==> config.mk <==
export PLATFORM = sky130hd
export DESIGN_NAME = serial_tsi_adapter
export DESIGN_NICKNAME = d
export VERILOG_FILES = /design/src/rtl/serial_tsi_pkg.sv /design/src/rtl/serial_tsi_adapter.sv
export SDC_FILE = /design/constraint.sdc
export NUM_CORES = 1
export LEC_CHECK = 0
export ABC_CLOCK_PERIOD_IN_PS = 3000
export BUFFER_PORTS_ARGS = -buffer_cell sky130_fd_sc_hd__buf_2
export CORE_UTILIZATION = 53
export DETAILED_ROUTE_END_ITERATION = 10
export PLACE_DENSITY = 0.81
export SYNTH_ARGS = -nofsm -noshare
export SYNTH_HDL_FRONTEND = slang
export SYNTH_SLANG_ARGS = --single-unit
==> constraint.sdc <==
create_clock -name clock -period 3 [get_ports clock]
set_clock_uncertainty 0.05 [all_clocks]
set_input_delay 0.9 -clock clock [delete_from_list [all_inputs] [get_ports clock]]
set_output_delay 0.9 -clock clock [all_outputs]
set_load 0.01 [all_outputs]
==> src/rtl/serial_tsi_pkg.sv <==
// Shared definitions for the serial TSI adapter: word width, command codes and
// the protocol FSM state encoding.
package serial_tsi_pkg;

  localparam int TSI_WORD_W = 32;

  localparam logic [TSI_WORD_W-1:0] TSI_CMD_READ  = 32'd0;
  localparam logic [TSI_WORD_W-1:0] TSI_CMD_WRITE = 32'd1;

  typedef enum logic [3:0] {
    S_CMD,
    S_ADDR_LO,
    S_ADDR_HI,
    S_LEN_LO,
    S_LEN_HI,
    S_WDATA,
    S_WREQ,
    S_WRESP,
    S_RREQ,
    S_RRESP,
    S_RDATA
  } tsi_state_e;

endpackage

==> src/rtl/serial_tsi_adapter.sv <==
// Turns the host->target TSI word stream into single-outstanding, word-granular
// memory requests and streams read data back to the host.
module serial_tsi_adapter
  import serial_tsi_pkg::*;
#(
  parameter int MEM_ADDR_W = 32,
  parameter int LEN_W      = 32
) (
  input  logic                  clock,
  input  logic                  reset,
  input  logic                  serial_in_valid,
  output logic                  serial_in_ready,
  input  logic [TSI_WORD_W-1:0] serial_in_bits,
  output logic                  serial_out_valid,
  input  logic                  serial_out_ready,
  output logic [TSI_WORD_W-1:0] serial_out_bits,
  output logic                  mem_req_valid,
  input  logic                  mem_req_ready,
  output logic [MEM_ADDR_W-1:0] mem_req_addr,
  output logic                  mem_req_we,
  output logic [TSI_WORD_W-1:0] mem_req_wdata,
  input  logic                  mem_resp_valid,
  output logic                  mem_resp_ready,
  input  logic [TSI_WORD_W-1:0] mem_resp_rdata,
  output logic                  bad_cmd
);

  tsi_state_e            state_q, state_d;
  logic [MEM_ADDR_W-1:0] addr_q, addr_d;
  logic [LEN_W-1:0]      cnt_q, cnt_d;
  logic                  we_q, we_d;
  logic [TSI_WORD_W-1:0] wdata_q, wdata_d;
  logic [TSI_WORD_W-1:0] rdata_q, rdata_d;
  logic                  bad_q, bad_d;
  logic                  in_rdy_q, in_rdy_d;
  logic                  beat_done;
  logic                  last_beat;

  assign last_beat = (cnt_q == '0);

  always_comb begin
    // NOTE: every signal written here gets a default first so no path leaves
    // it unassigned; otherwise synthesis infers a latch.
    state_d   = state_q;
    addr_d    = addr_q;
    cnt_d     = cnt_q;
    we_d      = we_q;
    wdata_d   = wdata_q;
    rdata_d   = rdata_q;
    bad_d     = 1'b0;
    beat_done = 1'b0;

    unique case (state_q)
      S_CMD: if (serial_in_valid) begin
        if (serial_in_bits == TSI_CMD_READ) begin
          we_d    = 1'b0;
          state_d = S_ADDR_LO;
        end else if (serial_in_bits == TSI_CMD_WRITE) begin
          we_d    = 1'b1;
          state_d = S_ADDR_LO;
        end else begin
          bad_d = 1'b1;
        end
      end
      S_ADDR_LO: if (serial_in_valid) begin
        addr_d  = MEM_ADDR_W'(serial_in_bits);
        state_d = S_ADDR_HI;
      end
      // Low word parked in addr_q is merged with the high word, then word-aligned.
      S_ADDR_HI: if (serial_in_valid) begin
        addr_d  = MEM_ADDR_W'({serial_in_bits, TSI_WORD_W'(addr_q)}) & ~MEM_ADDR_W'(3);
        state_d = S_LEN_LO;
      end
      S_LEN_LO: if (serial_in_valid) begin
        cnt_d   = LEN_W'(serial_in_bits);
        state_d = S_LEN_HI;
      end
      S_LEN_HI: if (serial_in_valid) state_d = we_q ? S_WDATA : S_RREQ;
      S_WDATA: if (serial_in_valid) begin
        wdata_d = serial_in_bits;
        state_d = S_WREQ;
      end
      S_WREQ:  if (mem_req_ready) state_d = S_WRESP;
      S_WRESP: if (mem_resp_valid) begin
        beat_done = 1'b1;
        state_d   = last_beat ? S_CMD : S_WDATA;
      end
      S_RREQ:  if (mem_req_ready) state_d = S_RRESP;
      S_RRESP: if (mem_resp_valid) begin
        rdata_d = mem_resp_rdata;
        state_d = S_RDATA;
      end
      S_RDATA: if (serial_out_ready) begin
        beat_done = 1'b1;
        state_d   = last_beat ? S_CMD : S_RREQ;
      end
      default: state_d = S_CMD;
    endcase

    if (beat_done) begin
      addr_d = addr_q + MEM_ADDR_W'(4);
      cnt_d  = cnt_q - LEN_W'(1);
    end

    // Registered so ready is low while reset is held yet tracks the state.
    in_rdy_d = state_d inside {S_CMD, S_ADDR_LO, S_ADDR_HI, S_LEN_LO, S_LEN_HI, S_WDATA};
  end

  always_ff @(posedge clock) begin
    // NOTE: sequential state uses non-blocking assignments so every register
    // samples the pre-edge values regardless of statement order.
    if (reset) begin
      state_q  <= S_CMD;
      addr_q   <= '0;
      cnt_q    <= '0;
      we_q     <= 1'b0;
      wdata_q  <= '0;
      rdata_q  <= '0;
      bad_q    <= 1'b0;
      in_rdy_q <= 1'b0;
    end else begin
      state_q  <= state_d;
      addr_q   <= addr_d;
      cnt_q    <= cnt_d;
      we_q     <= we_d;
      wdata_q  <= wdata_d;
      rdata_q  <= rdata_d;
      bad_q    <= bad_d;
      in_rdy_q <= in_rdy_d;
    end
  end

  assign serial_in_ready  = in_rdy_q;
  assign serial_out_valid = (state_q == S_RDATA);
  assign serial_out_bits  = rdata_q;
  assign mem_req_valid    = (state_q == S_WREQ) || (state_q == S_RREQ);
  assign mem_req_addr     = addr_q;
  assign mem_req_we       = we_q;
  assign mem_req_wdata    = wdata_q;
  assign mem_resp_ready   = (state_q == S_WRESP) || (state_q == S_RRESP);
  assign bad_cmd          = bad_q;

endmodule

; ---- After elaboration in Yosys (flattened, before gate mapping)
; Cells that the tools add are included.
[totals]
ff_bits = 135
word_cells = 80
[op_classes]
addsub = 2
eq_ne = 19
muxes = 29
n_bitwise = 2
reduce_logical = 19
[ops]
columns = op, count
row1 = 32-bit two-way mux, 4
row2 = 32-bit zero test, 2
row3 = 32-bit one-hot mux with 2 select lines, 1
row4 = 4-bit two-way mux, 15
row5 = 4-bit one-hot mux with 11 select lines, 1
row6 = "32-bit by 3-bit adder with 32-bit output, second input constant", 1
row7 = "32-bit by 1-bit equality test with 1-bit output, second input constant", 1
row8 = "32-bit by 1-bit subtractor with 32-bit output, second input constant", 1
row9 = "4-bit by 3-bit equality test with 1-bit output, second input constant", 6
row10 = "4-bit by 2-bit equality test with 1-bit output, second input constant", 4
row11 = "4-bit equality test, second input constant", 3
row12 = 3-bit AND reduction, 3
row13 = "4-bit by 1-bit equality test with 1-bit output, second input constant", 2
row14 = 4-bit zero test, 2
row15 = 2-bit nonzero test, 4
row16 = "3-bit != test, second input constant", 2
row17 = 2-bit AND reduction, 3
row18 = 6-bit nonzero test, 1
row19 = 1-bit two-way mux, 5
row20 = 4-bit OR reduction, 1
row21 = 3-bit two-way mux, 1
row22 = 3-bit nonzero test, 1
row23 = 1-bit logical OR, 2
row24 = 2-bit two-way mux, 1
row25 = 3 further kinds, 4

; ---- Logic depth before layout (Yosys ltp)
[logic_depth]
word_depth = 7
depth_mapped = 8
depth_no_buf = 7

; ---- Worst setup path after synthesis
; OpenSTA, ideal clock, no wires.
[synth_timing]
kind = in2reg
from = in serial_in_valid
to = reg addr_q[20], in the netlist mem_req_addr[20]
t_arrival_ns = 2.339
setup_slack_ns = 0.536
stages = 5
n_path_buf = 0
path_cell_list = or3b_1 > nor3b_2 > nor2_1 > or4_1 > a31oi_1
[synth_via]
elab_chain_len = 2
[synth_lines]
columns = item, line
row1 = "start, declared", serial_tsi_adapter.sv:11  ; input logic serial_in_valid,
row2 = 2-bit nonzero test (no source line), --
row3 = 3-bit AND reduction (no source line), --
row4 = "end signal, assigned", serial_tsi_adapter.sv:123  ; addr_q <= addr_d;
row5 = "end, declared", serial_tsi_adapter.sv:29  ; logic [MEM_ADDR_W-1:0] addr_q, addr_d;
; Every way passes these cells.
; A chain may end at the register's enable or synchronous reset.

; ---- Final worst setup path
[layout_timing]
from = reg state_q[3]
to = out mem_req_valid
[layout_via]
elab_chain_len = 2
elab_cells_between_ends = 3
cone_classes = 2 x eq/ne / 1 x reduce/logical
[layout_lines]
columns = item, line
row1 = "start, declared", serial_tsi_adapter.sv:28  ; tsi_state_e state_q, state_d;
row2 = "start signal, assigned", serial_tsi_adapter.sv:122  ; state_q <= state_d;
row3 = 4-bit by 3-bit equality test with 1-bit output or 4-bit equality test (tied branches), serial_tsi_adapter.sv:136  ; assign mem_req_valid = (state_q == S_WREQ) || (state_q == S_RREQ);
row4 = 1-bit logical OR *, serial_tsi_adapter.sv:136
row5 = "end, declared", serial_tsi_adapter.sv:17  ; output logic mem_req_valid,
; Mark *: on every way between the ends. The rest lies on a longest branch, timed or not.

==> impl_metrics.env <==
export IMPL_detail_route_wirelength_um=21500
export IMPL_critPathRequiredTime_ns=2.05
export IMPL_postSynthRegisterBits=135
export IMPL_rsz0062_at_grt="no"
export IMPL_cellPowerDensity_nw_per_um2=502
export IMPL_drtIter0Drc=706
export IMPL_cts_max_level=4
export IMPL_synth_top_area_cell="sky130_fd_sc_hd__dfxtp_1"
export IMPL_final_max_slew_viol_count=0
export IMPL_placement_io_buffers=171
export IMPL_die_area_um2=13200
export IMPL_overall_die_height_um=115
export IMPL_grt_remaining_overflow=0
export IMPL_yosysWarnings=0
export IMPL_post_cts_repair_setup_buffers=0
export IMPL_combinationalPowerShare_pct=8.2
export IMPL_finalWeightedCongestion=0.964
export IMPL_synth_xor_xnor_area_share_pct=0
export IMPL_final_net_count=1122
export IMPL_cp_arrival_ns=1.84
export IMPL_largest_family_of_logic_cells_by_synthesized_area="simple AND/OR/NAND/NOR gates"
export IMPL_grt_start_max_net_pins=47
export IMPL_hpwl_um=15500
export IMPL_drv_cap=0
export IMPL_post_place_setup_slack_ns=0.327
export IMPL_worst_slack_setup_final_ns=0.210
export IMPL_clock_insertion_delay_worst_skew_ns=0.43
export IMPL_track_usage_pct=32.7
export IMPL_worst_slew_pin_slew_ns=0.666
export IMPL_synth_enable_flop_cells=0
export IMPL_initial_utilization_pct=55.1
export IMPL_synth_compound_area_share_pct=24.0
export IMPL_synth_area_um2=6730
export IMPL_critical_path_startpoint_type="flop"
export IMPL_first_global_vias=6647
export IMPL_drtPass1Iterations=5
export IMPL_outcome="finished, final reports clean"
export IMPL_yosys_area_share_adder_pct=0.372
export IMPL_antenna_violating_nets_post_route=0
export IMPL_async_flop_share_pct=0
export IMPL_internal_power_mw=3.25
export IMPL_max_freq_mhz=358
export IMPL_n_antenna_cell=0
export IMPL_setup_viol=0
export IMPL_design_core_area_um2=12200
export IMPL_worst_setup_path_end_kind="output pin"
export IMPL_timing_setup_critical_path_class="flop to output pin"
export IMPL_hold_slack_ns=0.398
export IMPL_avgViaCountPerCell=6.12
export IMPL_min_path_type="flop to flop"
export IMPL_post_synth_cell_area_avg_um2=7.55
export IMPL_yosys_top_cells_area="sky130_fd_sc_hd__dfxtp_1 (40%), sky130_fd_sc_hd__nand2_1 (9.6%), sky130_fd_sc_hd__a21oi_1 (7.8%), sky130_fd_sc_hd__nor2_1 (3.4%), sky130_fd_sc_hd__a31oi_1 (3.1%)"
export IMPL_synth_mux_area_fraction_pct=0.446
export IMPL_post_synth_num_cell_types=68
export IMPL_synth_cells=891
export IMPL_ys_flop_type="sky130_fd_sc_hd__dfxtp_1"
export IMPL_slew_headroom_pct=55.6
export IMPL_syn_nets=963
export IMPL_synthDominantCellAreaShare_pct=40.1
export IMPL_synth_seq_area_share_pct=40.1
export IMPL_worst_path_max_fanout=16
export IMPL_number_of_antenna_violations_at_the_first_check_in_global_routing=0
export IMPL_layout_area_overhead_vs_synth_pct=24.9
export IMPL_power_share_clock_pct=48.1
export IMPL_cts_clk_slew_worst_paths_ns=0.05
export IMPL_switching_share_pct=23.1
export IMPL_p_seq_share_pct=43.7
export IMPL_tns_ns=0
export IMPL_number_of_gates_resized_after_cts=0
export IMPL_power_mw=4.22
export IMPL_timing_final_crit_period_ns=2.79
export IMPL_cts_hold_buffers_added=0
export IMPL_top_level_ports=172
export IMPL_detailed_route_wire_length_per_cell_um=17.5
export IMPL_clk_path_buf_depth=2
export IMPL_grt_first_pass_wirelength_um=33600
export IMPL_remaining_drc_errors=0
export IMPL_clkSinkCount=135
export IMPL_die_width_um=115
export IMPL_vias=7512
export IMPL_clock_root_buffer="sky130_fd_sc_hd__clkbuf_16"
export IMPL_leakage_nw=3.30
export IMPL_timing_final_hold_violations=0
export IMPL_vdd_drop_max_uv=442
export IMPL_p_switching_uw=976
export IMPL_final_util_pct=68.9
export IMPL_finalCritPeriodShare_pct=93.0
export IMPL_cts_tree="done"
export IMPL_final_layout_size_suffix_gt1_share_pct=23.5
export IMPL_numCtsBuffers=17
export IMPL_floorplan_rows=40
export IMPL_synth_simple_area_share_pct=30.1
[placed cells by master, fill, tap and decap left out, types with 12 or more instances in the layout]
master,synthesis,layout
sky130_fd_sc_hd__nand2_1,172,172
sky130_fd_sc_hd__buf_2,5,170
sky130_fd_sc_hd__dfxtp_1,135,135
sky130_fd_sc_hd__a21oi_1,105,105
sky130_fd_sc_hd__nor2_1,61,60
sky130_fd_sc_hd__a31oi_1,33,33
sky130_fd_sc_hd__buf_4,0,30
sky130_fd_sc_hd__nand3_1,29,29
sky130_fd_sc_hd__o21ai_0,27,27
sky130_fd_sc_hd__nand4_1,22,22
sky130_fd_sc_hd__nor4_1,22,22
sky130_fd_sc_hd__inv_1,21,21
sky130_fd_sc_hd__nor3_1,20,20
sky130_fd_sc_hd__or3_1,18,18
sky130_fd_sc_hd__a211oi_1,18,18
sky130_fd_sc_hd__clkbuf_16,0,17
sky130_fd_sc_hd__and3_1,13,13
sky130_fd_sc_hd__o211ai_1,13,13
sky130_fd_sc_hd__a21boi_0,12,12
[power groups by stage]
stage	clock network [mW]	registers, mW	logic [mW]
finish	2.03	1.85	0.345
global route	2.13	1.85	0.369
CTS	2.05	1.84	0.337
detailed placement	0	1.88	0.334
global placement	0	1.88	0.330
floorplan	0	1.88	0.173
[cells in the mapped netlist (2+ instances only)]
library cell                  n
sky130_fd_sc_hd__a32oi_1      3
sky130_fd_sc_hd__o21ai_0     27
sky130_fd_sc_hd__a22oi_1      8
sky130_fd_sc_hd__inv_1       21
sky130_fd_sc_hd__or4_1        8
sky130_fd_sc_hd__dfxtp_1    135
sky130_fd_sc_hd__a2bb2oi_1    2
sky130_fd_sc_hd__mux2i_1      3
sky130_fd_sc_hd__o21a_1       3
sky130_fd_sc_hd__a2111oi_0    2
sky130_fd_sc_hd__a32o_1       2
sky130_fd_sc_hd__nor4_1      22
sky130_fd_sc_hd__clkbuf_1    55
sky130_fd_sc_hd__nand4_1     22
sky130_fd_sc_hd__buf_1        2
sky130_fd_sc_hd__ha_1         2
sky130_fd_sc_hd__a31oi_1     33
sky130_fd_sc_hd__buf_2        5
sky130_fd_sc_hd__nor3_1      20
sky130_fd_sc_hd__o31a_1       2
sky130_fd_sc_hd__a21boi_0    12
sky130_fd_sc_hd__or2_2        4
sky130_fd_sc_hd__or3_1       18
sky130_fd_sc_hd__and3_1      13
sky130_fd_sc_hd__nand4b_1     2
sky130_fd_sc_hd__o311ai_0     4
sky130_fd_sc_hd__a21oi_1    105
sky130_fd_sc_hd__nor4_2       3
sky130_fd_sc_hd__nand3_1     29
sky130_fd_sc_hd__a221oi_1     5
sky130_fd_sc_hd__nor2_1      61
sky130_fd_sc_hd__nand2b_1     5
sky130_fd_sc_hd__nor2b_1      4
sky130_fd_sc_hd__and2_1       6
sky130_fd_sc_hd__a311oi_1     3
sky130_fd_sc_hd__a211oi_1    18
sky130_fd_sc_hd__o211ai_1    13
sky130_fd_sc_hd__nand2_1    172
sky130_fd_sc_hd__and4_1       4
sky130_fd_sc_hd__nor3b_1      5
[flip-flops by register name, summed over array words and instances, names as in the netlist]
register / cells
bad_cmd: 1
cnt_q: 32
mem_req_addr: 32
mem_req_wdata: 32
mem_req_we: 1
serial_in_ready: 1
serial_out_bits: 32
state_q: 4
[kinds of logic after synthesis]
kind of cell / after synthesis
AND/OR/NAND/NOR: 410
adder cells (fa/ha/maj): 2
flip-flops: 135
multiplexers: 3
AO/OA/AOI/OAI: 257
buffers and inverters: 84
[worst paths after layout]
| kind | depth (start not counted) | endpoint | slack (ns) | from |
|---|---|---|---|---|
| max | 5 | mem_req_valid | 0.21 | state_q[3]$_SDFF_PP0_ |
| min | 2 | mem_req_wdata[6]$_SDFFE_PP0P_ | 0.40 | mem_req_wdata[6]$_SDFFE_PP0P_ |
| max reg2reg | 5 | state_q[0]$_SDFF_PP0_ | 0.39 | cnt_q[4]$_SDFFE_PP0P_ |
| min reg2reg | 2 | mem_req_wdata[6]$_SDFFE_PP0P_ | 0.40 | mem_req_wdata[6]$_SDFFE_PP0P_ |
[layout make-up]
class                           instances  area [um^2]
Multi-Input combinational cell        672         3700
Inverter                               21         78.8
Clock inverter                          2         35.0
Sequential cell                       135         2700
Tap cell                              168          210
Clock buffer                           27          543
Fill cell                            1072         3800
Timing Repair Buffer                  203         1140
[metal layers]
layer / track usage [%] / vias up / share of wire (%)
met4: 14.5 / 0 / 3.0
met1: 43.0 / 3481 / 41
met2: 51.7 / 400 / 46
li1: - / 3568 / -
met5: 0 / - / 0
met3: 7.25 / 63 / 10
[critical path, stage by stage (launching register included)]
cell,delay (ns)
sky130_fd_sc_hd__dfxtp_1,0.62
sky130_fd_sc_hd__nand2b_1,0.22
sky130_fd_sc_hd__nor2_1,0.20
sky130_fd_sc_hd__a21oi_1,0.09
sky130_fd_sc_hd__nor2_1,0.14
sky130_fd_sc_hd__buf_2,0.14
[metrics by stage]
step | cells | area [um^2]
3_5_place_dp | 1199 | 7830
6_report | 1228 | 8410
4_1_cts | 1228 | 8410
5_1_grt | 1228 | 8410
2_1_floorplan | 891 | 6730
3_3_place_gp | 1199 | 7830
No activity file was read; power rests on OpenSTA's default activity.
